## config.mk

```make
export PLATFORM = sky130hd
export DESIGN_NAME = prog_counter_flat
export DESIGN_NICKNAME = d
export VERILOG_FILES = /design/src/rtl/prog_counter_pkg.sv /design/src/rtl/prog_counter_if.sv /design/src/rtl/prog_counter_prescaler.sv /design/src/rtl/prog_counter.sv /design/src/flat_wrapper.sv
export SDC_FILE = /design/constraint.sdc
export NUM_CORES = 1
export LEC_CHECK = 0
export BUFFER_PORTS_ARGS = -buffer_cell sky130_fd_sc_hd__buf_2
export CAP_MARGIN = 0
export CORE_MARGIN = 2
export CORE_UTILIZATION = 25
export CTS_CLUSTER_SIZE = 14
export DETAILED_ROUTE_END_ITERATION = 10
export GPL_TIMING_DRIVEN = 0
export HOLD_SLACK_MARGIN = 0.12
export SETUP_SLACK_MARGIN = 0.4
export SLEW_MARGIN = 10
export SYNTH_ARGS = -nofsm -noshare
export SYNTH_HDL_FRONTEND = slang
export SYNTH_SLANG_ARGS = --single-unit
```

## constraint.sdc

```tcl
create_clock -name clk -period 2.59 [get_ports clk]
set_clock_uncertainty 0.05 [all_clocks]
set_input_delay 0.518 -clock clk [delete_from_list [all_inputs] [get_ports clk]]
set_output_delay 0.518 -clock clk [all_outputs]
set_load 0.02 [all_outputs]
```

## src/rtl/prog_counter_pkg.sv

```systemverilog
// Shared constants for the programmable up/down counter.
//   DEF_*     : default parameter values for prog_counter
//   DIR_*     : encodings of the up_dn input
//   SAT_*     : encodings of the sat input
//   presc_bits: width of the prescaler state register for a given PRESCALE
package prog_counter_pkg;

  localparam int unsigned     DEF_WIDTH    = 4;
  localparam longint unsigned DEF_MOD      = 16;
  localparam int unsigned     DEF_PRESCALE = 1;

  localparam logic DIR_UP   = 1'b1;
  localparam logic DIR_DN   = 1'b0;
  localparam logic SAT_ON   = 1'b1;
  localparam logic SAT_WRAP = 1'b0;

  // At least one bit so the register exists even when PRESCALE is 1.
  function automatic int unsigned presc_bits(int unsigned prescale);
    return (prescale <= 2) ? 1 : $clog2(prescale);
  endfunction

endpackage

```

## src/rtl/prog_counter_if.sv

```systemverilog
// Control/status bundle of prog_counter.
//   master: drives en, up_dn, load, load_val, sat, clr_ovf; observes cnt, tc, wrap, ovf
//   slave : the counter itself
interface prog_counter_if #(
  parameter int unsigned WIDTH = 4
) ();

  logic             en;
  logic             up_dn;
  logic             load;
  logic [WIDTH-1:0] load_val;
  logic             sat;
  logic             clr_ovf;
  logic [WIDTH-1:0] cnt;
  logic             tc;
  logic             wrap;
  logic             ovf;

  modport master (
    output en, up_dn, load, load_val, sat, clr_ovf,
    input  cnt, tc, wrap, ovf
  );

  modport slave (
    input  en, up_dn, load, load_val, sat, clr_ovf,
    output cnt, tc, wrap, ovf
  );

endinterface

```

## src/rtl/prog_counter_prescaler.sv

```systemverilog
// Enable prescaler: counts en-high cycles 0..PRESCALE-1 and raises tick on the last one.
//   clk   : clock
//   rst   : asynchronous active-low reset
//   en    : advance enable; low holds the count
//   clear : synchronous restart to 0, wins over en
//   tick  : en && count == PRESCALE-1 (combinational)
module prog_counter_prescaler
  import prog_counter_pkg::*;
#(
  parameter int unsigned PRESCALE = DEF_PRESCALE
) (
  input  logic clk,
  input  logic rst,
  input  logic en,
  input  logic clear,
  output logic tick
);

  localparam int unsigned   PW   = presc_bits(PRESCALE);
  localparam logic [PW-1:0] LAST = PW'(PRESCALE - 1);

  logic [PW-1:0] pre_q, pre_d;

  assign tick = en && (pre_q == LAST);

  always_comb begin
    pre_d = pre_q;
    if (clear) begin
      pre_d = '0;
    end else if (tick) begin
      pre_d = '0;
    end else if (en) begin
      pre_d = pre_q + PW'(1);
    end
  end

  always_ff @(posedge clk or negedge rst) begin
    if (!rst) begin
      pre_q <= '0;
    end else begin
      pre_q <= pre_d;
    end
  end

endmodule

```

## src/rtl/prog_counter.sv

```systemverilog
// Programmable modulo up/down counter with prescaler, load, saturate/wrap and sticky overflow.
//   clk : clock, all state changes on the rising edge
//   rst : asynchronous active-low reset
//   bus : slave side of prog_counter_if
//         inputs  en, up_dn, load, load_val, sat, clr_ovf
//         outputs cnt (registered), tc (combinational), wrap (1-cycle pulse), ovf (sticky)
module prog_counter
  import prog_counter_pkg::*;
#(
  parameter int unsigned     WIDTH    = DEF_WIDTH,
  parameter longint unsigned MOD      = DEF_MOD,
  parameter int unsigned     PRESCALE = DEF_PRESCALE
) (
  input  logic           clk,
  input  logic           rst,
  prog_counter_if.slave  bus
);

  generate
    if (WIDTH < 2 || WIDTH > 32) begin : g_bad_width
      $fatal(1, "prog_counter: WIDTH must be 2..32");
    end
    if (MOD < 2 || MOD > (64'd1 << WIDTH)) begin : g_bad_mod
      $fatal(1, "prog_counter: MOD must be 2..2^WIDTH");
    end
    if (PRESCALE < 1 || PRESCALE > 256) begin : g_bad_prescale
      $fatal(1, "prog_counter: PRESCALE must be 1..256");
    end
  endgenerate

  localparam logic [WIDTH-1:0] MAX = WIDTH'(MOD - 1);

  logic             tick;
  logic [WIDTH-1:0] cnt_q, cnt_d;
  logic             wrap_q, wrap_d;
  logic             ovf_q, ovf_d;
  logic             set_ovf;

  // A load restarts the prescaler so the next step needs a full PRESCALE en-high cycles.
  prog_counter_prescaler #(
    .PRESCALE (PRESCALE)
  ) u_prescaler (
    .clk   (clk),
    .rst   (rst),
    .en    (bus.en),
    .clear (bus.load),
    .tick  (tick)
  );

  always_comb begin
    cnt_d   = cnt_q;
    wrap_d  = 1'b0;
    set_ovf = 1'b0;
    if (bus.load) begin
      // load_val > MAX is the same as load_val >= MOD without widening past WIDTH.
      cnt_d = (bus.load_val > MAX) ? MAX : bus.load_val;
    end else if (tick) begin
      if (bus.up_dn == DIR_UP) begin
        if (cnt_q == MAX) begin
          set_ovf = 1'b1;
          if (bus.sat == SAT_WRAP) begin
            cnt_d  = '0;
            wrap_d = 1'b1;
          end
        end else begin
          cnt_d = cnt_q + WIDTH'(1);
        end
      end else begin
        if (cnt_q == '0) begin
          set_ovf = 1'b1;
          if (bus.sat == SAT_WRAP) begin
            cnt_d  = MAX;
            wrap_d = 1'b1;
          end
        end else begin
          cnt_d = cnt_q - WIDTH'(1);
        end
      end
    end
    // Setting beats clearing when both happen in the same cycle.
    ovf_d = set_ovf | (ovf_q & ~bus.clr_ovf);
  end

  always_ff @(posedge clk or negedge rst) begin
    if (!rst) begin
      cnt_q  <= '0;
      wrap_q <= 1'b0;
      ovf_q  <= 1'b0;
    end else begin
      cnt_q  <= cnt_d;
      wrap_q <= wrap_d;
      ovf_q  <= ovf_d;
    end
  end

  assign bus.cnt  = cnt_q;
  assign bus.wrap = wrap_q;
  assign bus.ovf  = ovf_q;
  assign bus.tc   = (bus.up_dn == DIR_UP) ? (cnt_q == MAX) : (cnt_q == '0);

endmodule

```

## src/flat_wrapper.sv

```systemverilog
// flat-port wrapper written by rule: the top's interface ports become plain ports
module prog_counter_flat import prog_counter_pkg::*;
#(
  parameter int unsigned     WIDTH    = DEF_WIDTH,
  parameter longint unsigned MOD      = DEF_MOD,
  parameter int unsigned     PRESCALE = DEF_PRESCALE
)
  (clk, rst, bus_en, bus_up_dn, bus_load, bus_load_val, bus_sat, bus_clr_ovf, bus_cnt, bus_tc, bus_wrap, bus_ovf);
  prog_counter_if #(.WIDTH(WIDTH)) bus_i ();
  input  logic clk;
  input  logic rst;
  input wire logic [$bits(bus_i.en)-1:0] bus_en;
  input wire logic [$bits(bus_i.up_dn)-1:0] bus_up_dn;
  input wire logic [$bits(bus_i.load)-1:0] bus_load;
  input wire logic [$bits(bus_i.load_val)-1:0] bus_load_val;
  input wire logic [$bits(bus_i.sat)-1:0] bus_sat;
  input wire logic [$bits(bus_i.clr_ovf)-1:0] bus_clr_ovf;
  output wire logic [$bits(bus_i.cnt)-1:0] bus_cnt;
  output wire logic [$bits(bus_i.tc)-1:0] bus_tc;
  output wire logic [$bits(bus_i.wrap)-1:0] bus_wrap;
  output wire logic [$bits(bus_i.ovf)-1:0] bus_ovf;
  assign bus_i.en = bus_en;
  assign bus_i.up_dn = bus_up_dn;
  assign bus_i.load = bus_load;
  assign bus_i.load_val = bus_load_val;
  assign bus_i.sat = bus_sat;
  assign bus_i.clr_ovf = bus_clr_ovf;
  assign bus_cnt = bus_i.cnt;
  assign bus_tc = bus_i.tc;
  assign bus_wrap = bus_i.wrap;
  assign bus_ovf = bus_i.ovf;
  prog_counter #(.WIDTH(WIDTH), .MOD(MOD), .PRESCALE(PRESCALE)) u_core (.clk(clk), .rst(rst), .bus(bus_i));
endmodule
```

==> reports/results.tsv <==
stage	metric	value	unit
place	port_buffers	15	
yosys	async_flop_share	1.00	
grt	grt_max_degree	10	
clock_tree	cts_inserted_buffers	3	
timing	tightest_slew	345	ps
finish	area_growth	39.5	%
clock_tree	cts_sinks	7	
timing	setup_tns	0	ps
yosys	synth_edf_count	0	
yosys	synth-simple-area-share	0.228	
finish	nets	93	
place	dpl-instance-area	609	um2
yosys	synthesis.instances	56	
yosys	ys_seq_elements	7	
clock_tree	cts_tree	done	
routing	vias	466	
place	hpwl	839	um
min_path	hold_path_depth	2	
setup_path	r2r-end	u_core.bus.cnt[1]	
floorplan	fp.dieW	48.7	um
grt	grtUsageTotal	0.111	
clock_tree	clk_pin_slew	50	ps
timing	fin_hold_ws	380	ps
finish	layout-drive-gt1-share	0.443	
yosys	syn-cell-area	500	um2
yosys	synth-compound-area-share	0.190	
yosys	syn_nets	69	
yosys	yosys.area_share.adder	0.0500	
status	status	completed	
finish	final-seq-area	178	um2
setup_path	cp_data_required_time	2020	ps
yosys	synth_xor_area_frac	0.0350	
yosys	synth-main-ff-cell	dfrtp_1	
setup_path	r2r_start	u_core.bus.cnt[0]	
routing	drt-initial-drc-count	4	
min_path	worstHoldEndpoint	u_core.u_prescaler.pre_q	
clock_tree	cts_buffer_depth	2	
finish	nFillCells	223	
finish	fin_cells	106	
routing	wl_per_cell	10.7	um
floorplan	rows	16	
floorplan	fp.dieArea	2380	um2
grt	grt_pass1_vias	462	
floorplan	fp.dieH	48.7	um
grt	antenna_found_initial	0	
setup_path	crit_arrival	1550	ps
power	vdd_drop_max	0.257	mV
routing	vias_per_cell	4.40	
finish	final_area	698	um2
setup_path	crit_chain	inv_2 -> ha_4 -> or4b_4 -> nand2_4 -> buf_6	
floorplan	io_pins	18	
yosys	synthMuxAreaShare	0.0650	
setup_path	r2r_cells	7	
clock_tree	cts_root_buffer	clkbuf_4	
timing	period_needed	2120	ps
place	gp_congestion	0.771	
yosys	yosysSeqAreaShare	0.350	
power	p_leak	0.000317	uW
clock_tree	cts-htree-levels	1	
yosys	synth.distinct_cells	28	
timing	setup_viol	0	
floorplan	start_util	0.260	
yosys	avgSynthCellArea	8.94	um2
routing	postRouteAntennaNets	0	
run	cap_violations	0	
timing	slew_violations	0	
timing	finalCritPeriodShare	0.820	
grt	gr-total-overflow	0	
setup_path	endpoint_kind	output port	
floorplan	fp.coreArea	1920	um2
setup_path	cp_max_fo	3	
routing	drcViolationCount	0	
yosys	ys_warn_count	0	
timing	rsz0062_at_grt	false	
place	dp_cells	98	
finish	multi_input_area	304	um2
power	power_density	536	nW/um2
finish	diodes	0	
timing	fmax	471	MHz
setup_path	cpPeakStageDelay	490	ps
setup_path	start_kind	flip-flop	
timing	max_slew_margin	0.770	
min_path	min_path_type	in -> reg	
clock_tree	clkLatencyLatePin	250	ps
power	power.total	374	uW
yosys	synth_top_family_by_area	simple AND/OR/NAND/NOR gates	
setup_path	crit_slowest_cell	or4b_4	
routing	drt-pass1-iter-count	4	
setup_path	reg2reg_slack	670	ps
setup_path	critical_path_class	reg -> out	
grt	grt_pass1_wl	2020	um
timing	hold_violations	0	
min_path	hp-start	bus_en	
routing	drt-total-wl	1130	um
[cells in the mapped netlist, types with 2 or more instances]
| library cell | n | share of area |
|---|---|---|
| nand4_1 | 2 | 0.025 |
| a21oi_1 | 3 | 0.030 |
| inv_1 | 4 | 0.030 |
| ha_1 | 2 | 0.050 |
| o21ai_0 | 4 | 0.040 |
| xnor2_1 | 2 | 0.035 |
| nor2b_1 | 3 | 0.038 |
| dfrtp_1 | 7 | 0.35 |
| nand2_1 | 6 | 0.045 |
| clkbuf_1 | 2 | 0.015 |
| mux2_2 | 2 | 0.045 |
| nor2_1 | 3 | 0.022 |
[report_power, final]
part | internal, uW | switching (uW)
combinational | 67.0 | 78.0
clock | 59.0 | 43.6
sequential | 120 | 5.89
[layout by cell type (no fill, tap or decap), types with 2 or more instances in the layout]
cell	instances
a21oi_1	3
buf_2	14
buf_4	4
buf_6	2
clkbuf_1	2
clkbuf_4	3
dfrtp_1	5
dfrtp_2	2
inv_1	2
inv_2	2
mux2_2	2
nand2_1	5
nand4_1	2
nor2_1	3
nor2b_1	3
o21ai_0	4
xnor2_1	2
[layout make-up]
type / count / area share
clock buffer: 4 / 0.0376
tap: 27 / 0.0484
buffer: 4 / 0.0394
multi-input combinational: 41 / 0.435
timing repair buffer: 19 / 0.163
inverter: 4 / 0.0215
sequential: 7 / 0.254
[critical path, delay by kind of cell (launching register included)]
family | cells | cell delay, ps
adders and majority gates | 1 | 130
buffers and inverters | 2 | 190
DFF | 1 | 410
and+or+nand+nor | 2 | 570
[through the flow]
stage | setup WS (ps) | util
after global routing | 401 | 0.363
after floorplan | 578 | -
after global placement | 532 | 0.317
after CTS | 406 | 0.351
final | 467 | 0.363
after detailed placement | 516 | 0.317
[worst max-delay path by stage]
stage,start,end,slack (ps)
detailed placement,u_core.bus.cnt[0],bus_tc,520
global route,u_core.bus.cnt[0],bus_tc,400
global placement,u_core.bus.cnt[0],bus_tc,530
floorplan,u_core.bus.cnt[0],u_core.bus.cnt[2],580
CTS,u_core.bus.cnt[0],bus_tc,410
finish,u_core.bus.cnt[0],bus_tc,470
[repair_timing]
| item | in CTS | in global routing |
|---|---|---|
| buffers inserted | 2 | 1 |
| pin swaps | 1 | 1 |
| hold endpoints to repair | 7 | 0 |
| resized for setup | 6 | 6 |
| setup endpoints to repair | 1 | 1 |
| hold buffers | 1 | 0 |
[flip-flops by register name, summed over array words and instances, names as in the netlist]
register / count
u_core.bus.cnt: 4
u_core.bus.ovf: 1
u_core.bus.wrap: 1
u_core.u_prescaler.pre_q: 1
[cells by family after synthesis]
group,Yosys count
muxes,3
xor gates and xnor gates,2
AOI/OAI and AO/OA,14
and+or+nand+nor,20
adders and majority gates,2
buffers and inverters,8
DFF,7
[metal layers]
layer  GRT usage  vias up  routed length, um
li1            -      243                  -
met1       0.138      214                533
met2       0.176        9                573
met3      0.0278        0                 27
met4      0.0571        0                  0
met5           0        -                  0
(Power assumes the default switching activity.)
